## src/rtl/ddr_axi_ready_gate_pkg.sv

```systemverilog
// Shared definitions for the DDR AXI ready gate: FSM encoding, counter widths
// and the watchdog terminal-count helper.
package ddr_axi_ready_gate_pkg;

    typedef enum logic [1:0] {
        ST_WAIT_INIT = 2'd0,
        ST_SETTLE    = 2'd1,
        ST_READY     = 2'd2,
        ST_FAULT     = 2'd3
    } gate_state_t;

    localparam int unsigned WD_W     = 24;
    localparam int unsigned CNT_W    = 4;
    localparam int unsigned SETTLE_W = 8;

    function automatic logic [WD_W-1:0] wd_terminal(input int unsigned ms, input int unsigned mhz);
        return WD_W'(ms * mhz * 1000);
    endfunction

endpackage

```

## src/rtl/ddr_out_counter.sv

```systemverilog
// Outstanding-transaction counter: +1 on issue, -1 on completion, holds on both,
// never wraps below zero or above all-ones.
module ddr_out_counter
    import ddr_axi_ready_gate_pkg::*;
(
    input  logic             clk,
    input  logic             rstn,
    input  logic             inc,
    input  logic             dec,
    output logic [CNT_W-1:0] count
);

    always_ff @(posedge clk or negedge rstn) begin
        if (!rstn) begin
            count <= '0;
        end else if (inc && !dec) begin
            if (count != '1) begin
                count <= count + 1'b1;
            end
        end else if (dec && !inc && (count != '0)) begin
            count <= count - 1'b1;
        end
    end

endmodule

```

## src/rtl/ddr_axi_ready_gate.sv

```systemverilog
// Holds AXI AW/AR traffic off the DDR controller until init completes and a
// settle guard expires; limits outstanding transactions per direction.
module ddr_axi_ready_gate
    import ddr_axi_ready_gate_pkg::*;
#(
    parameter int unsigned FREQ       = 100,
    parameter int unsigned SETTLE_CYC = 16,
    parameter int unsigned MAX_OUT    = 8,
    parameter int unsigned TIMEOUT_MS = 10
) (
    input  logic             clk,
    input  logic             ddr_rstn_i,
    input  logic             ddr_init_done,
    input  logic             s_awvalid,
    output logic             s_awready,
    input  logic             s_arvalid,
    output logic             s_arready,
    output logic             m_awvalid,
    input  logic             m_awready,
    output logic             m_arvalid,
    input  logic             m_arready,
    input  logic             bvalid,
    input  logic             bready,
    input  logic             rvalid,
    input  logic             rready,
    input  logic             rlast,
    output logic             ddr_ready,
    output logic             ddr_timeout,
    output logic [CNT_W-1:0] wr_outstanding,
    output logic [CNT_W-1:0] rd_outstanding
);

    localparam logic [WD_W-1:0]     WD_TERM     = wd_terminal(TIMEOUT_MS, FREQ);
    localparam logic [WD_W-1:0]     WD_LAST     = WD_TERM - 1'b1;
    localparam logic [SETTLE_W-1:0] SETTLE_LAST = SETTLE_W'(SETTLE_CYC - 1);
    localparam logic [CNT_W-1:0]    MAX_CNT     = CNT_W'(MAX_OUT);

    gate_state_t         state;
    logic [WD_W-1:0]     wd_cnt;
    logic [SETTLE_W-1:0] settle_cnt;

    logic allow_aw;
    logic allow_ar;
    logic aw_fire;
    logic ar_fire;
    logic b_fire;
    logic r_done;

    // ddr_ready is a flop mirroring state==READY, so the gate has no decode glitch.
    always_ff @(posedge clk or negedge ddr_rstn_i) begin
        if (!ddr_rstn_i) begin
            state       <= ST_WAIT_INIT;
            wd_cnt      <= '0;
            settle_cnt  <= '0;
            ddr_ready   <= 1'b0;
            ddr_timeout <= 1'b0;
        end else begin
            case (state)
                ST_WAIT_INIT: begin
                    if (ddr_init_done) begin
                        state      <= ST_SETTLE;
                        settle_cnt <= '0;
                        wd_cnt     <= '0;
                    end else if (wd_cnt == WD_LAST) begin
                        state       <= ST_FAULT;
                        ddr_timeout <= 1'b1;
                        wd_cnt      <= '0;
                    end else begin
                        wd_cnt <= wd_cnt + 1'b1;
                    end
                end
                ST_SETTLE: begin
                    if (!ddr_init_done) begin
                        state      <= ST_WAIT_INIT;
                        settle_cnt <= '0;
                    end else if (settle_cnt == SETTLE_LAST) begin
                        state      <= ST_READY;
                        ddr_ready  <= 1'b1;
                        settle_cnt <= '0;
                    end else begin
                        settle_cnt <= settle_cnt + 1'b1;
                    end
                end
                ST_READY: begin
                    if (!ddr_init_done) begin
                        state     <= ST_WAIT_INIT;
                        ddr_ready <= 1'b0;
                    end
                end
                ST_FAULT: begin
                    if (ddr_init_done) begin
                        state      <= ST_SETTLE;
                        settle_cnt <= '0;
                    end
                end
                default: begin
                    state     <= ST_WAIT_INIT;
                    ddr_ready <= 1'b0;
                end
            endcase
        end
    end

    assign allow_aw  = ddr_ready && (wr_outstanding < MAX_CNT);
    assign allow_ar  = ddr_ready && (rd_outstanding < MAX_CNT);

    assign m_awvalid = s_awvalid & allow_aw;
    assign s_awready = m_awready & allow_aw;
    assign m_arvalid = s_arvalid & allow_ar;
    assign s_arready = m_arready & allow_ar;

    assign aw_fire   = m_awvalid & m_awready;
    assign ar_fire   = m_arvalid & m_arready;
    assign b_fire    = bvalid & bready;
    assign r_done    = rvalid & rready & rlast;

    ddr_out_counter u_wr_cnt (
        .clk   (clk),
        .rstn  (ddr_rstn_i),
        .inc   (aw_fire),
        .dec   (b_fire),
        .count (wr_outstanding)
    );

    ddr_out_counter u_rd_cnt (
        .clk   (clk),
        .rstn  (ddr_rstn_i),
        .inc   (ar_fire),
        .dec   (r_done),
        .count (rd_outstanding)
    );

endmodule

```

## config.mk

```make
export PLATFORM = sky130hd
export DESIGN_NAME = ddr_axi_ready_gate
export DESIGN_NICKNAME = d
export VERILOG_FILES = /design/src/rtl/ddr_axi_ready_gate_pkg.sv /design/src/rtl/ddr_out_counter.sv /design/src/rtl/ddr_axi_ready_gate.sv
export SDC_FILE = /design/constraint.sdc
export NUM_CORES = 1
export LEC_CHECK = 0
export ABC_CLOCK_PERIOD_IN_PS = 2250
export BUFFER_PORTS_ARGS = -buffer_cell sky130_fd_sc_hd__buf_2
export CAP_MARGIN = 20
export CORE_MARGIN = 4
export CORE_UTILIZATION = 35
export CTS_BUF_LIST = sky130_fd_sc_hd__clkbuf_8
export DETAILED_ROUTE_END_ITERATION = 8
export GPL_TIMING_DRIVEN = 0
export PLACE_DENSITY = 0.49
export SYNTH_ARGS = -nofsm -noshare
export SYNTH_HDL_FRONTEND = slang
export SYNTH_SLANG_ARGS = --single-unit
```

## constraint.sdc

```tcl
create_clock -name clk -period 2.25 [get_ports clk]
set_input_delay 0.225 -clock clk [delete_from_list [all_inputs] [get_ports clk]]
set_output_delay 0.225 -clock clk [all_outputs]
set_load 0.03 [all_outputs]
```

# After elaboration in Yosys (flattened, before gate mapping)
# Cells that the tools add are included.
dict set report word_totals {
  register_bits 44
  latchBits 0
  ramBits 0
  romBits 0
  out_inout_bits 14
  wordCells 90
  memories 0
}
dict set report classes {
  addsub 6
  multipliers 0
  div_mod_pow 0
  magnitude_cmp 2
  eq_ne 16
  n_shift 0
  muxes 23
  bitwise_logic 10
  reduce_logical 26
}
# operator count
set op_table {}
lappend op_table {{24-bit 2-to-1 mux} 2}
lappend op_table {{24-bit by 1-bit adder with 24-bit output, second input constant} 1}
lappend op_table {{24-bit by 20-bit equality test with 1-bit output, second input constant} 1}
lappend op_table {{4-bit 2-to-1 mux} 6}
lappend op_table {{8-bit 2-to-1 mux} 3}
lappend op_table {{8-bit case mux with 2 select lines} 1}
lappend op_table {{2-bit 2-to-1 mux} 6}
lappend op_table {{2-bit inequality test, second input constant} 6}
lappend op_table {{1-bit AND} 9}
lappend op_table {{4-bit by 1-bit adder with 4-bit output, second input constant} 2}
lappend op_table {{8-bit by 1-bit adder with 8-bit output, second input constant} 1}
lappend op_table {{8-bit by 4-bit equality test with 1-bit output, second input constant} 1}
lappend op_table {{1-bit logical AND} 8}
lappend op_table {{4-bit < comparator, second input constant} 2}
lappend op_table {{4-bit inequality test, second input constant} 2}
lappend op_table {{2-bit case mux with 4 select lines} 1}
lappend op_table {{4-bit AND reduction} 2}
lappend op_table {{2-bit nonzero test} 4}
lappend op_table {{4-bit nonzero test} 2}
lappend op_table {{4-bit by 1-bit subtractor with 4-bit output, second input constant} 2}
lappend op_table {{3-bit inequality test, second input constant} 2}
lappend op_table {{2-bit AND reduction} 3}
lappend op_table {{2-bit equality test, second input constant} 2}
lappend op_table {{1-bit zero test} 4}
lappend op_table {{other kinds (8)} 10}

# Longest topological paths before layout
dict set report logic_depth {
  ltp_word 9
  mapped_depth 8
  depth_no_buf 8
}

# Hierarchy
# A second synthesis with hierarchy kept.
dict set report hier_totals {
  hier_cells 287
  hier_area_um2 2824.0
}
# module instances cells_each area_each_um2 seq_area_each_um2
set by_module_without_submodules {}
lappend by_module_without_submodules {ddr_axi_ready_gate 1 247 2278.4 900.9}
lappend by_module_without_submodules {ddr_out_counter 2 20 272.8 100.1}

# Worst setup path before layout
# No wires, ideal clock.
dict set report synth_path {
  path_type {register to register}
  startpoint {register ddr_ready}
  endpoint {register u_wr_cnt.count[3]}
  arrival_ns 2.172
  required_time_ns 2.115
  setup_slack_ns -0.057
  stages_incl_launch_ff 9
  n_path_buf 0
  synth_period_minus_slack_ns 2.307
  cell_sequence {dfrtp_1 -> and3b_1 -> and3_1 -> inv_1 -> ha_1 -> a21o_1 -> a21oi_1 -> mux2i_1 -> xnor2_1}
}
dict set report synth_via {
  elab_chain_len 8
  elab_cells_between_ends 11
}
# element line
set synth_lines {}
lappend synth_lines {{start: declaration} ddr_axi_ready_gate.sv:27} ;# output logic ddr_ready,
lappend synth_lines {{start signal: assignment} ddr_axi_ready_gate.sv:55} ;# ddr_ready <= 1'b0;
lappend synth_lines {{start signal: assignment} ddr_axi_ready_gate.sv:78} ;# ddr_ready <= 1'b1;
lappend synth_lines {{start signal: assignment} ddr_axi_ready_gate.sv:87} ;# ddr_ready <= 1'b0;
lappend synth_lines {{1-bit logical AND *} ddr_axi_ready_gate.sv:104} ;# assign allow_aw = ddr_ready && (wr_outstanding < MAX_CNT);
lappend synth_lines {{1-bit AND *} ddr_axi_ready_gate.sv:107} ;# assign m_awvalid = s_awvalid & allow_aw;
lappend synth_lines {{1-bit AND *} ddr_axi_ready_gate.sv:112} ;# assign aw_fire = m_awvalid & m_awready;
lappend synth_lines {{1-bit zero test} ddr_out_counter.sv:20} ;# end else if (dec && !inc && (count != '0)) begin
lappend synth_lines {{1-bit logical AND (2 in series)} ddr_out_counter.sv:20}
lappend synth_lines {{2-bit nonzero test (no source line)} -}
lappend synth_lines {{2-bit AND reduction (no source line)} -}
lappend synth_lines {{end signal: assignment} ddr_out_counter.sv:18} ;# count <= count + 1'b1;
lappend synth_lines {{end signal: assignment} ddr_out_counter.sv:21} ;# count <= count - 1'b1;
lappend synth_lines {{end: declaration} ddr_out_counter.sv:10} ;# output logic [CNT_W-1:0] count
# Every way passes the cells marked *; elsewhere a longest branch is shown, timed or not.
# A chain may end at the register's enable or synchronous reset.

# Final worst setup path
dict set report layout_path {
  startpoint {register u_wr_cnt.count[3]}
  endpoint {register u_wr_cnt.count[3]}
}
dict set report layout_via {
  elab_chain_len 9
  elab_cells_between_ends 18
}
# element line
set layout_lines {}
lappend layout_lines {{4-bit < comparator} ddr_axi_ready_gate.sv:104}
lappend layout_lines {{1-bit logical AND} ddr_axi_ready_gate.sv:104}
lappend layout_lines {{1-bit AND} ddr_axi_ready_gate.sv:107}
lappend layout_lines {{1-bit AND} ddr_axi_ready_gate.sv:112}
lappend layout_lines {{1-bit zero test} ddr_out_counter.sv:20}
lappend layout_lines {{1-bit logical AND (2 in series)} ddr_out_counter.sv:20}
lappend layout_lines {{2-bit nonzero test (no source line)} -}
lappend layout_lines {{2-bit AND reduction (no source line)} -}
# Several ways; a longest one is shown, not always the timed one. The select of a mux whose other input is x is not followed.

==> flow_summary.ini <==
[setup_path]
crit_path_max_incr_delay_ns = 0.43
worstRegToRegCells = 8
critical_path_class = reg -> reg
timing.reg2reg.setup_slack_ns = 0.20
worst-endpoint-arrival_ns = 2.27
critical-path-slowest-cell = sky130_fd_sc_hd__dfrtp_1
crit_required_ns = 2.47
path_max_fanout = 5
timing.critical_path.to_type = flip-flop
reg2reg_from = u_wr_cnt.count[3]
timing.critical_path.from_type = flip-flop
cp_cell_sequence = and3b_2, and3_1, inv_1, ha_1, a21o_1, a21oi_1, mux2i_1, xnor2_1
r2r-end = u_wr_cnt.count[3]

[placement]
place_ws_ns = 0.02882
dp_hpwl_um = 4172
finalWeightedCongestion = 0.7602
placed_cells = 407
area_after_dpl_um2 = 2922
io_buffers = 25

[timing]
timing.final.crit_period_ns = 2.050
finalClockSkew_ns = 0.01048
rsz0062_at_grt = false
timing_worst_slew_pin_value_ns = 0.5051
worst_slack_ns = 0.1999
clock.fmax_mhz = 487.8
totalNegativeSetupSlack_ns = 0
min_period_over_period_pct = 91.12
final_setup_viols = 0
report.final.slew_viol_count = 0
timing_hold_violations_final = 0
slew_headroom_pct = 66.33

[die]
core.rowCount = 31
core_region_area_um2 = 7331
design.die.area_um2 = 9094
initial_core_util_pct = 36.44
die_height_um = 95.37
die_width_um = 95.37
io_pins = 26

[synthesis]
asyncSetResetFlopFracSynth_pct = 100.0
synth_edf_count = 0
mappedNetlistNets = 307
ffs_latches_synth = 44
synth_cells = 283
yosys_warnings = 0
synth.lib_cells_used.distinct = 53
synthesis.area_um2 = 2671
sequential_to_total_area_share_from_yosys_stat_pct = 41.22
post_synth.cell_area_avg_um2 = 9.439
postSynth.topFlopCell = sky130_fd_sc_hd__dfrtp_1

[layout]
num_antenna_cells = 0
final_core_utilization_pct = 42.31
fillers = 712
design_area_um2 = 3102
area_growth_pct = 16.11
drive_above_1_share_pct = 20.00
finish.cell_count_without_fillers = 419
nNetsFinal = 343

[clock_tree]
clock_insertion_delay_worst_skew_ns = 0.30
cts.htree.levels = 2
cts_inserted_buffers = 5
clk_sink_count = 44
clk_pin_slew_worst_paths_ns = 0.09
clockRootBuffer = sky130_fd_sc_hd__clkbuf_8
clock_path_buffers = 2
cts_tree = done

[power]
power.ir.vdd_worst_mv = 0.3192
power.leakage_nw = 1.364
pwr_density_nw_per_um2 = 937.5

[run_status]
run_status = completed

[global_routing]
overflow = 0
grt_antenna_before_repair = 0
groute.usage.overall_pct = 13.59
grt_first_pass_wirelength_um = 9701
grt_pass1_vias = 1996
grt_max_degree = 45

[hold_path]
min-delay-start = ddr_init_done
hold-path-cell-count = 3
holdCritPathClass = in -> reg
hold-path-endpoint = settle_cnt[4]

[detailed_routing]
first_iter_violations = 67
postRouteAntennaNets = 0
routedWlPerCell_um = 13.98
via_count = 2209
vias_per_cell = 5.272
route.detailed.drc = 0
dr.pass1.iters = 4
routed_wirelength_um = 5858

[job]
max_cap_violations = 0
==> kinds of logic after synthesis <==
group / synth area share [%]
AND/OR/NAND/NOR: 23.61
AO/OA/AOI/OAI: 19.91
flip-flops: 41.22
buffers and inverters: 3.653
adder cells (fa/ha/maj): 6.183
multiplexers: 3.138
XOR/XNOR: 2.295
==> critical path: cells and delay by family (launching register included) <==
family          cells  cell delay (ns)
simple gates        2             0.47
fa+ha+maj           1             0.28
mux                 1             0.24
flops               1             0.43
xor+xnor            1             0.14
compound gates      2             0.35
buf+inv             1             0.09
==> worst max path at each step <==
stage,startpoint,endpoint,depth (start not counted)
finish,u_wr_cnt.count[3],u_wr_cnt.count[3],8
global route,wd_cnt[0],wd_cnt[11],6
CTS,state[0],wd_cnt[9],7
detailed placement,state[0],wd_cnt[9],8
global placement,state[0],wd_cnt[9],8
floorplan,ddr_ready,u_wr_cnt.count[3],8
==> placed cells by master (no fill, tap or decap), types with 2 or more instances in the layout <==
cell type / instances
sky130_fd_sc_hd__nor3_2: 2
sky130_fd_sc_hd__nand4_2: 2
sky130_fd_sc_hd__dfrtp_1: 43
sky130_fd_sc_hd__nand4_1: 4
sky130_fd_sc_hd__and4_1: 4
sky130_fd_sc_hd__xnor2_1: 7
sky130_fd_sc_hd__nor3_1: 2
sky130_fd_sc_hd__nand2_1: 33
sky130_fd_sc_hd__clkbuf_1: 5
sky130_fd_sc_hd__buf_2: 28
sky130_fd_sc_hd__inv_1: 10
sky130_fd_sc_hd__and2_1: 2
sky130_fd_sc_hd__o31ai_1: 3
sky130_fd_sc_hd__o21ai_0: 22
sky130_fd_sc_hd__nor2_1: 14
sky130_fd_sc_hd__a21o_1: 4
sky130_fd_sc_hd__nor4_1: 3
sky130_fd_sc_hd__a21oi_1: 8
sky130_fd_sc_hd__nand2b_1: 7
sky130_fd_sc_hd__mux2_2: 3
sky130_fd_sc_hd__a41oi_1: 3
sky130_fd_sc_hd__fa_1: 2
sky130_fd_sc_hd__and3_1: 3
sky130_fd_sc_hd__a21boi_0: 3
sky130_fd_sc_hd__mux2i_1: 5
sky130_fd_sc_hd__buf_4: 6
sky130_fd_sc_hd__nand3_1: 16
sky130_fd_sc_hd__nor2b_1: 3
sky130_fd_sc_hd__and3b_1: 3
sky130_fd_sc_hd__o211ai_1: 6
sky130_fd_sc_hd__clkbuf_8: 7
sky130_fd_sc_hd__ha_1: 10
sky130_fd_sc_hd__or4_1: 3
sky130_fd_sc_hd__a31oi_1: 18
==> report_power, final <==
part	internal, W	switching (W)
clock	0.000392	0.000276
combinational	0.000444	0.000720
sequential	0.000918	0.000157
==> registers in the layout (all words and copies together), names as in the netlist <==
| signal | cells |
|---|---|
| wd_cnt | 24 |
| settle_cnt | 8 |
| u_rd_cnt.count | 4 |
| u_wr_cnt.count | 4 |
| state | 2 |
| ddr_ready | 1 |
| ddr_timeout | 1 |
==> stage by stage <==
step | total power (W) | hold slack (ns)
finish | 0.002908 | 0.3024
global route | 0.003128 | 0.3019
CTS | 0.002914 | 0.1367
detailed placement | 0.002240 | 0.4693
global placement | 0.002236 | 0.4716
floorplan | 0.001912 | -0.07059
==> cells in the mapped netlist, types with 2 or more instances <==
cell type	count	share of area, %
sky130_fd_sc_hd__nand4_1	4	0.94
sky130_fd_sc_hd__a21oi_1	9	1.7
sky130_fd_sc_hd__o21ai_0	22	4.1
sky130_fd_sc_hd__a21boi_0	3	0.84
sky130_fd_sc_hd__a21o_1	4	1.1
sky130_fd_sc_hd__and3b_1	4	1.3
sky130_fd_sc_hd__ha_1	10	4.7
sky130_fd_sc_hd__nand2b_1	7	1.6
sky130_fd_sc_hd__a41oi_1	3	0.98
sky130_fd_sc_hd__clkbuf_1	6	0.84
sky130_fd_sc_hd__a31oi_1	18	4.2
sky130_fd_sc_hd__nand3_1	16	3.0
sky130_fd_sc_hd__and3_1	3	0.70
sky130_fd_sc_hd__nand4_2	2	0.94
sky130_fd_sc_hd__nand2_1	33	4.6
sky130_fd_sc_hd__nor2b_1	3	0.70
sky130_fd_sc_hd__nor2_1	14	2.0
sky130_fd_sc_hd__mux2i_1	5	1.9
sky130_fd_sc_hd__xnor2_1	7	2.3
sky130_fd_sc_hd__nor3_1	2	0.37
sky130_fd_sc_hd__or4_1	3	0.84
sky130_fd_sc_hd__fa_1	2	1.5
sky130_fd_sc_hd__buf_2	3	0.56
sky130_fd_sc_hd__inv_1	10	1.4
sky130_fd_sc_hd__o211ai_1	6	1.7
sky130_fd_sc_hd__nor3_2	2	0.75
sky130_fd_sc_hd__nor4_1	3	0.70
sky130_fd_sc_hd__and4_1	4	1.3
sky130_fd_sc_hd__mux2_2	3	1.3
sky130_fd_sc_hd__and2_1	2	0.47
sky130_fd_sc_hd__dfrtp_1	44	41
sky130_fd_sc_hd__o31ai_1	3	0.84
sky130_fd_sc_hd__buf_4	3	0.84
==> area by class of cell <==
class / count / area, µm² / area share [%]
buffer: 11 / 56.30 / 1.815
clock buffer: 7 / 96.34 / 3.106
multi-input combinational: 217 / 1478 / 47.64
sequential: 44 / 1102 / 35.54
inverter: 10 / 37.54 / 1.210
tap: 99 / 123.9 / 3.994
clock inverter: 1 / 30.03 / 0.9681
timing repair buffer: 30 / 177.7 / 5.728
==> routing by layer <==
| layer | routed length (µm) | track usage [%] | vias to the layer above |
|---|---|---|---|
| met3 | 245 | 3.315 | 10 |
| met2 | 2621 | 21.17 | 38 |
| met5 | 0 | 0 | - |
| li1 | - | - | 1120 |
| met4 | 78 | 4.207 | 0 |
| met1 | 2914 | 18.57 | 1041 |
==> repair_timing <==
item | in CTS | in global routing
hold endpoints to repair | 0 | 14
endpoints found under the setup margin | 1 | 3
hold buffers | 0 | 1
buffers inserted | 0 | 3
gates resized for setup | 0 | 2
(Power assumes the default switching activity.)
